<file path="src/rtl/dac_spi_ctrl.sv">
// dac_spi_ctrl: Wishbone (pipelined) slave driving a 24-bit SPI DAC.
// Registers: 0 DATA[23:0], 1 STATUS {overrun, pending, busy}, 2 DIV[7:0], 3 reserved.
// A write to DATA with any of sel[2:0] set requests a frame:
//   IDLE -> SETUP (H clocks) -> SHIFT (24 x 2H clocks) -> GAP (SYNC_GAP x H) -> IDLE
// with H = DIV + 1 system clocks, DIV captured when a frame starts.
// SCLK idles low and each bit period begins with the high half; MOSI moves only on
// SCLK rising edges so the DAC sees stable data on the falling edge.
// Optional feature macro: DAC_SPI_CTRL_PENDING_EN -- queue one request made while busy
// and launch it straight out of GAP. Without it a busy request only updates DATA and
// flags overrun.
// WB_ADDR_WIDTH must be at least 2; SYNC_GAP must be at least 1.
module dac_spi_ctrl #(
    parameter int WB_ADDR_WIDTH = 2,
    parameter int DIV_RESET     = 10,
    parameter int SYNC_GAP      = 5
) (
    input  logic                     i_clk,
    input  logic                     i_rst,
    input  logic                     i_wb_cyc,
    input  logic                     i_wb_stb,
    input  logic                     i_wb_we,
    input  logic [WB_ADDR_WIDTH-1:0] i_wb_addr,
    input  logic [31:0]              i_wb_data,
    input  logic [3:0]               i_wb_sel,
    output logic                     o_wb_stall,
    output logic                     o_wb_ack,
    output logic [31:0]              o_wb_data,
    output logic                     o_sclk,
    output logic                     o_mosi,
    output logic                     o_sync_n
);

    typedef enum logic [1:0] {
        ST_IDLE  = 2'd0,
        ST_SETUP = 2'd1,
        ST_SHIFT = 2'd2,
        ST_GAP   = 2'd3
    } state_t;

    localparam logic [15:0] LAST_HALF = 16'd47;
    localparam logic [15:0] GAP_LAST  = 16'(SYNC_GAP - 1);
    localparam logic [7:0]  DIV_INIT  = 8'(DIV_RESET);

    state_t      state_q;
    logic [7:0]  cnt_q;
    logic [15:0] half_q;
    logic [7:0]  div_lat_q;
    logic [23:0] shift_q;
    logic        sclk_q;
    logic        mosi_q;
    logic        sync_n_q;
    logic        pending_q;
    logic        overrun_q;
    logic [23:0] data_q;
    logic [23:0] data_d;
    logic [7:0]  div_q;
    logic [7:0]  div_d;
    logic        ack_q;
    logic [31:0] rdata_q;
    logic [31:0] rdata_d;

    logic        acc_s;
    logic        wr_s;
    logic [1:0]  addr_s;
    logic        wr_data_s;
    logic        wr_stat_s;
    logic        wr_div_s;
    logic        req_s;
    logic        busy_s;
    logic        half_end_s;
    logic        gap_exit_s;
    logic        start_next_s;
    logic        unused_s;

    assign acc_s      = i_wb_cyc & i_wb_stb;
    assign wr_s       = acc_s & i_wb_we;
    assign addr_s     = i_wb_addr[1:0];
    assign wr_data_s  = wr_s & (addr_s == 2'd0);
    assign wr_stat_s  = wr_s & (addr_s == 2'd1);
    assign wr_div_s   = wr_s & (addr_s == 2'd2);
    assign req_s      = wr_data_s & (|i_wb_sel[2:0]);
    assign busy_s     = (state_q != ST_IDLE);
    assign half_end_s = (cnt_q == div_lat_q);
    assign gap_exit_s = (state_q == ST_GAP) & half_end_s & (half_q == GAP_LAST);
    assign unused_s   = ^{i_wb_sel[3], i_wb_data[31:24]};

    assign o_wb_stall = 1'b0;
    assign o_wb_ack   = ack_q;
    assign o_wb_data  = rdata_q;
    assign o_sclk     = sclk_q;
    assign o_mosi     = mosi_q;
    assign o_sync_n   = sync_n_q;

`ifdef DAC_SPI_CTRL_PENDING_EN
    // A queued request, or one arriving right at GAP exit, launches the next frame.
    assign start_next_s = pending_q | req_s;
`else
    assign start_next_s = 1'b0;
`endif

    // Next DATA value: merge the written byte lanes into the current contents.
    always_comb begin
        data_d = data_q;
        if (wr_data_s) begin
            if (i_wb_sel[0]) data_d[7:0]   = i_wb_data[7:0];   else data_d[7:0]   = data_q[7:0];
            if (i_wb_sel[1]) data_d[15:8]  = i_wb_data[15:8];  else data_d[15:8]  = data_q[15:8];
            if (i_wb_sel[2]) data_d[23:16] = i_wb_data[23:16]; else data_d[23:16] = data_q[23:16];
        end else begin
            data_d = data_q;
        end
    end

    // Next DIV value: only byte lane 0 carries the divider.
    always_comb begin
        div_d = div_q;
        if (wr_div_s && i_wb_sel[0]) begin
            div_d = i_wb_data[7:0];
        end else begin
            div_d = div_q;
        end
    end

    // Read-data multiplexer; unused bits read as zero.
    always_comb begin
        rdata_d = 32'h0000_0000;
        case (addr_s)
            2'd0:    rdata_d = {8'h00, data_q};
            2'd1:    rdata_d = {29'h0000_0000, overrun_q, pending_q, busy_s};
            2'd2:    rdata_d = {24'h00_0000, div_q};
            default: rdata_d = 32'h0000_0000;
        endcase
    end

    // Bus response: single-cycle ack for every accepted access, none during reset.
    always_ff @(posedge i_clk) begin
        if (i_rst) begin
            ack_q   <= 1'b0;
            rdata_q <= 32'h0000_0000;
        end else begin
            ack_q   <= acc_s;
            rdata_q <= (acc_s && !i_wb_we) ? rdata_d : 32'h0000_0000;
        end
    end

    // Programmable registers DATA and DIV.
    always_ff @(posedge i_clk) begin
        if (i_rst) begin
            data_q <= 24'h00_0000;
            div_q  <= DIV_INIT;
        end else begin
            data_q <= data_d;
            div_q  <= div_d;
        end
    end

    // Transfer FSM with registered SPI pins plus pending/overrun bookkeeping.
    always_ff @(posedge i_clk) begin
        if (i_rst) begin
            state_q   <= ST_IDLE;
            cnt_q     <= 8'd0;
            half_q    <= 16'd0;
            div_lat_q <= 8'd0;
            shift_q   <= 24'h00_0000;
            sclk_q    <= 1'b0;
            mosi_q    <= 1'b0;
            sync_n_q  <= 1'b1;
            pending_q <= 1'b0;
            overrun_q <= 1'b0;
        end else begin
            // Requests made while a frame is active.
            if (req_s && busy_s) begin
`ifdef DAC_SPI_CTRL_PENDING_EN
                if (pending_q) begin
                    overrun_q <= 1'b1;
                end else if (!gap_exit_s) begin
                    pending_q <= 1'b1;
                end
`else
                overrun_q <= 1'b1;
`endif
            end
            if (wr_stat_s) begin
                overrun_q <= 1'b0;
            end

            case (state_q)
                ST_IDLE: begin
                    sync_n_q <= 1'b1;
                    sclk_q   <= 1'b0;
                    if (req_s) begin
                        state_q   <= ST_SETUP;
                        sync_n_q  <= 1'b0;
                        mosi_q    <= data_d[23];
                        shift_q   <= data_d;
                        div_lat_q <= div_q;
                        cnt_q     <= 8'd0;
                        half_q    <= 16'd0;
                    end
                end
                ST_SETUP: begin
                    if (half_end_s) begin
                        state_q <= ST_SHIFT;
                        sclk_q  <= 1'b1;
                        cnt_q   <= 8'd0;
                        half_q  <= 16'd0;
                    end else begin
                        cnt_q <= cnt_q + 8'd1;
                    end
                end
                ST_SHIFT: begin
                    if (half_end_s) begin
                        cnt_q <= 8'd0;
                        if (half_q == LAST_HALF) begin
                            state_q  <= ST_GAP;
                            sync_n_q <= 1'b1;
                            sclk_q   <= 1'b0;
                            half_q   <= 16'd0;
                        end else begin
                            half_q <= half_q + 16'd1;
                            if (!half_q[0]) begin
                                sclk_q <= 1'b0;
                            end else begin
                                sclk_q  <= 1'b1;
                                mosi_q  <= shift_q[22];
                                shift_q <= {shift_q[22:0], 1'b0};
                            end
                        end
                    end else begin
                        cnt_q <= cnt_q + 8'd1;
                    end
                end
                ST_GAP: begin
                    if (half_end_s) begin
                        cnt_q <= 8'd0;
                        if (half_q == GAP_LAST) begin
                            half_q    <= 16'd0;
                            pending_q <= 1'b0;
                            if (start_next_s) begin
                                state_q   <= ST_SETUP;
                                sync_n_q  <= 1'b0;
                                sclk_q    <= 1'b0;
                                mosi_q    <= data_d[23];
                                shift_q   <= data_d;
                                div_lat_q <= div_q;
                            end else begin
                                state_q <= ST_IDLE;
                            end
                        end else begin
                            half_q <= half_q + 16'd1;
                        end
                    end else begin
                        cnt_q <= cnt_q + 8'd1;
                    end
                end
                default: begin
                    state_q  <= ST_IDLE;
                    sync_n_q <= 1'b1;
                    sclk_q   <= 1'b0;
                    cnt_q    <= 8'd0;
                    half_q   <= 16'd0;
                end
            endcase
        end
    end

endmodule

</file>
<file path="config.mk">
export PLATFORM = sky130hd
export DESIGN_NAME = dac_spi_ctrl
export DESIGN_NICKNAME = d
export VERILOG_FILES = /design/src/rtl/dac_spi_ctrl.sv
export SDC_FILE = /design/constraint.sdc
export NUM_CORES = 1
export LEC_CHECK = 0
export CAP_MARGIN = 10
export CORE_MARGIN = 5
export CORE_UTILIZATION = 58
export DETAILED_ROUTE_END_ITERATION = 10
export PLACE_DENSITY = 0.86
export SYNTH_ARGS = -nofsm -noshare
export SYNTH_HDL_FRONTEND = slang
export SYNTH_SLANG_ARGS = --single-unit
export TNS_END_PERCENT = 1
</file>
<file path="constraint.sdc">
create_clock -name i_clk -period 5.5 [get_ports i_clk]
set_clock_uncertainty 0.15 [all_clocks]
set_input_delay 1.1 -clock i_clk [delete_from_list [all_inputs] [get_ports i_clk]]
set_output_delay 1.1 -clock i_clk [all_outputs]
set_load 0.02 [all_outputs]
</file>
==> metrics.txt <==
Post-Syn Instances=approximately 560; Synth Register Bits=roughly 120; Final setup violation count=0; slowest cell delay on critical path=860 ps; r2r startpoint=half_q[0]; Port Buffers=between 60 and 70; final slew viol count=0; # H-tree levels=4; postcts setup bufs=0; RSZ-0062 raised after global routing=no; ys flop type=dfxtp_1; CP Cell Sequence=clkdlybuf4s50_1 > nand4b_4 > o31ai_4 > nand3_1 > nand2b_1 > o31ai_1; slowest CP cell=o31ai_4; hold path startpoint=data_q[11]; Final HPWL DP=approximately 7.4 mm; EDFF count, synth=0; antenna violations before repair=0; crit end category=flip-flop; row count=34; Fill cells=618; 1st-pass router iterations=5; Root Buffer=clkbuf_8; via count=approximately 4,200; CP required=between 5000 and 6000 ps; CTS tree=built; layout cell share with drive strength beyond 1=~8.1%; crit path time final=3820 ps; first-pass GRT wire length=approximately 19 mm; wire per inst=15.9 microns; Max Freq=approximately 260 MHz; Area contributors post-synth=dfxtp_1 (46%), mux2i_1 (9.4%), nor2_1 (5.4%); clock insertion delay at the later pin of the skew report=approximately 520 ps; Worst Tran Pin Value=1010 ps; syn_area_per_cell=a little over 9 sq um; final net count=between 600 and 700; drt total wl=between 10 and 15 mm; hold path depth=1; part of the Yosys area used for sequential elements=about 46%; number of global-route vias before repair=approximately 4,000; Max Root-Sink Buffers=2; TNS Setup=0 ps; grt ovf=0; CP Max Fanout=21; vias per std cell=between 5 and 6; crit path DAT=roughly 4100 ps; Reg2Reg Depth=7; max-cap violations=0; CTS Hold Buffers Added=0; post-synth top area cell=dfxtp_1; antenna-violating nets left=0; chip width=104 microns; initial DRC count=roughly 210; critical path class=primary input to flip-flop; max_slew headroom=about a third; Async SR Flop Fraction=0%; period utilization=69.5%; Starting Density=between 50 and 60%; Commonest cells post-synth=dfxtp_1 (118), nor2_1 (73), mux2i_1 (48); post_cts resized=0; clock sink count=around 120; Final Hold Fails=0; utilization after layout=72.6%; Post-Syn Area=about 5000 sq um; total CTS buffers=17; Global Route Usage Sum=21.3%; GPL Wtd Cong=~0.82; top-count cell post-synth=dfxtp_1; static leakage=2.34 nW; Synth-to-Final Area Change=22.9%; Die ar.=about 11,000 sq um; core box area=8640 sq um; launch point of the worst path=i_wb_addr[1]; Synth Warn #=0; clock slew at reported path FFs=about 60 ps; Worst IR Drop VDD=approximately 0.28 mV; largest net degree at the start of global routing=84; Worst setup SP type=primary input; top cell type's share of synthesized area=46.3%; PwrDens=402 nW/um^2; Hold Crit Class=flip-flop to flip-flop; I/O Pins=80; drt drc=0; Synth cell types=51; die height=104 microns; Antenna Cells=0; run status=complete, no violations
==> path summary, 6_finish.rpt <==
check / end / slack [ps]
min reg2reg: o_wb_data[11] / 300
max: half_q[7] / 1680
min: o_wb_data[11] / 300
max reg2reg: shift_q[1] / 2810
==> final cells by class <==
| type | count | area [sq um] | area share, % |
|---|---|---|---|
| clock buffer | 19 | 442 | 7.04 |
| multi-input combinational | 390 | 2520 | 40.1 |
| tap | 108 | 135 | 2.15 |
| inverter | 12 | 45.0 | 0.718 |
| timing repair buffer | 67 | 651 | 10.4 |
| sequential | 118 | 2360 | 37.7 |
| clock inverter | 12 | 119 | 1.90 |
==> logic make-up (layout without fill, tap and decap cells) <==
family / Yosys count / count (layout) / share of synthesized area, %
multiplexers: 48 / 48 / 9.42
XOR/XNOR: 18 / 18 / 3.09
AND/OR/NAND/NOR: 193 / 193 / 19.5
adder cells (fa/ha/maj): 8 / 8 / 1.96
AO/OA/AOI/OAI: 114 / 114 / 14.5
buffers and inverters: 56 / 110 / 5.15
other: 1 / 9 / 0.0735
flip-flops: 118 / 118 / 46.3
==> state kept, by name, summed over array words and instances (netlist names) <==
signal     flops
overrun_q      1
o_sclk         1
o_sync_n       1
o_wb_ack       1
div_lat_q      8
shift_q       23
half_q        16
div_q          8
cnt_q          8
o_mosi         1
state_q        2
data_q        24
o_wb_data     24
==> routing by layer <==
metal	part of all wire, %	vias to the layer above	global-route usage [%]	routed length [microns]
li1	-	2046	-	-
met1	41	2002	24.3	4730
met2	52	107	37.5	6020
met3	4.6	25	5.22	532
met4	2.5	0	9.16	289
met5	0	-	0	0
==> placed cells by master, fill, tap and decap left out, types with 2 or more instances in the layout <==
cell type / instances
clkdlybuf4s50_1: 60
conb_1: 9
and3_1: 8
clkinvlp_4: 6
xor2_1: 4
nand2_1: 35
nor2_1: 73
a211oi_1: 2
mux2i_1: 48
or3_1: 4
ha_1: 8
and4_1: 2
nand4_1: 6
nor3b_2: 2
dfxtp_1: 118
clkbuf_16: 16
nand3_1: 8
nor2b_1: 5
a211o_1: 2
buf_4: 6
inv_6: 4
xnor2_1: 14
and2_1: 17
nand3b_1: 3
or4_1: 2
a21oi_1: 40
o21ai_0: 35
inv_1: 12
o2111ai_1: 24
nor3b_1: 6
nor4_1: 5
clkbuf_8: 3
nor3_1: 6
==> critical path: cells and delay by family <==
family	cells	cell delay (ps)
simple gates	3	1250
compound gates	2	1010
buf+inv	1	670
==> where the power goes <==
group          switching (mW)  leakage (nW)  internal [mW]
combinational           0.405          1.13          0.174
sequential             0.0264         0.952          0.887
clock                   0.404         0.256          0.625
total                   0.836          2.34           1.69
==> stage by stage <==
step | total power, mW | instance area (sq um) | hold slack, ps | setup WS [ps] | cells
after floorplan | 1.36 | 5130 | 279 | 2790 | 564
after global placement | 1.47 | 5710 | 285 | 1330 | 695
after detailed placement | 1.49 | 5710 | 292 | 1170 | 695
after CTS | 2.53 | 6270 | 307 | 1700 | 726
after global routing | 2.63 | 6270 | 326 | 1440 | 726
final | 2.52 | 6270 | 305 | 1680 | 726
No activity file was read; power rests on OpenSTA's default activity.
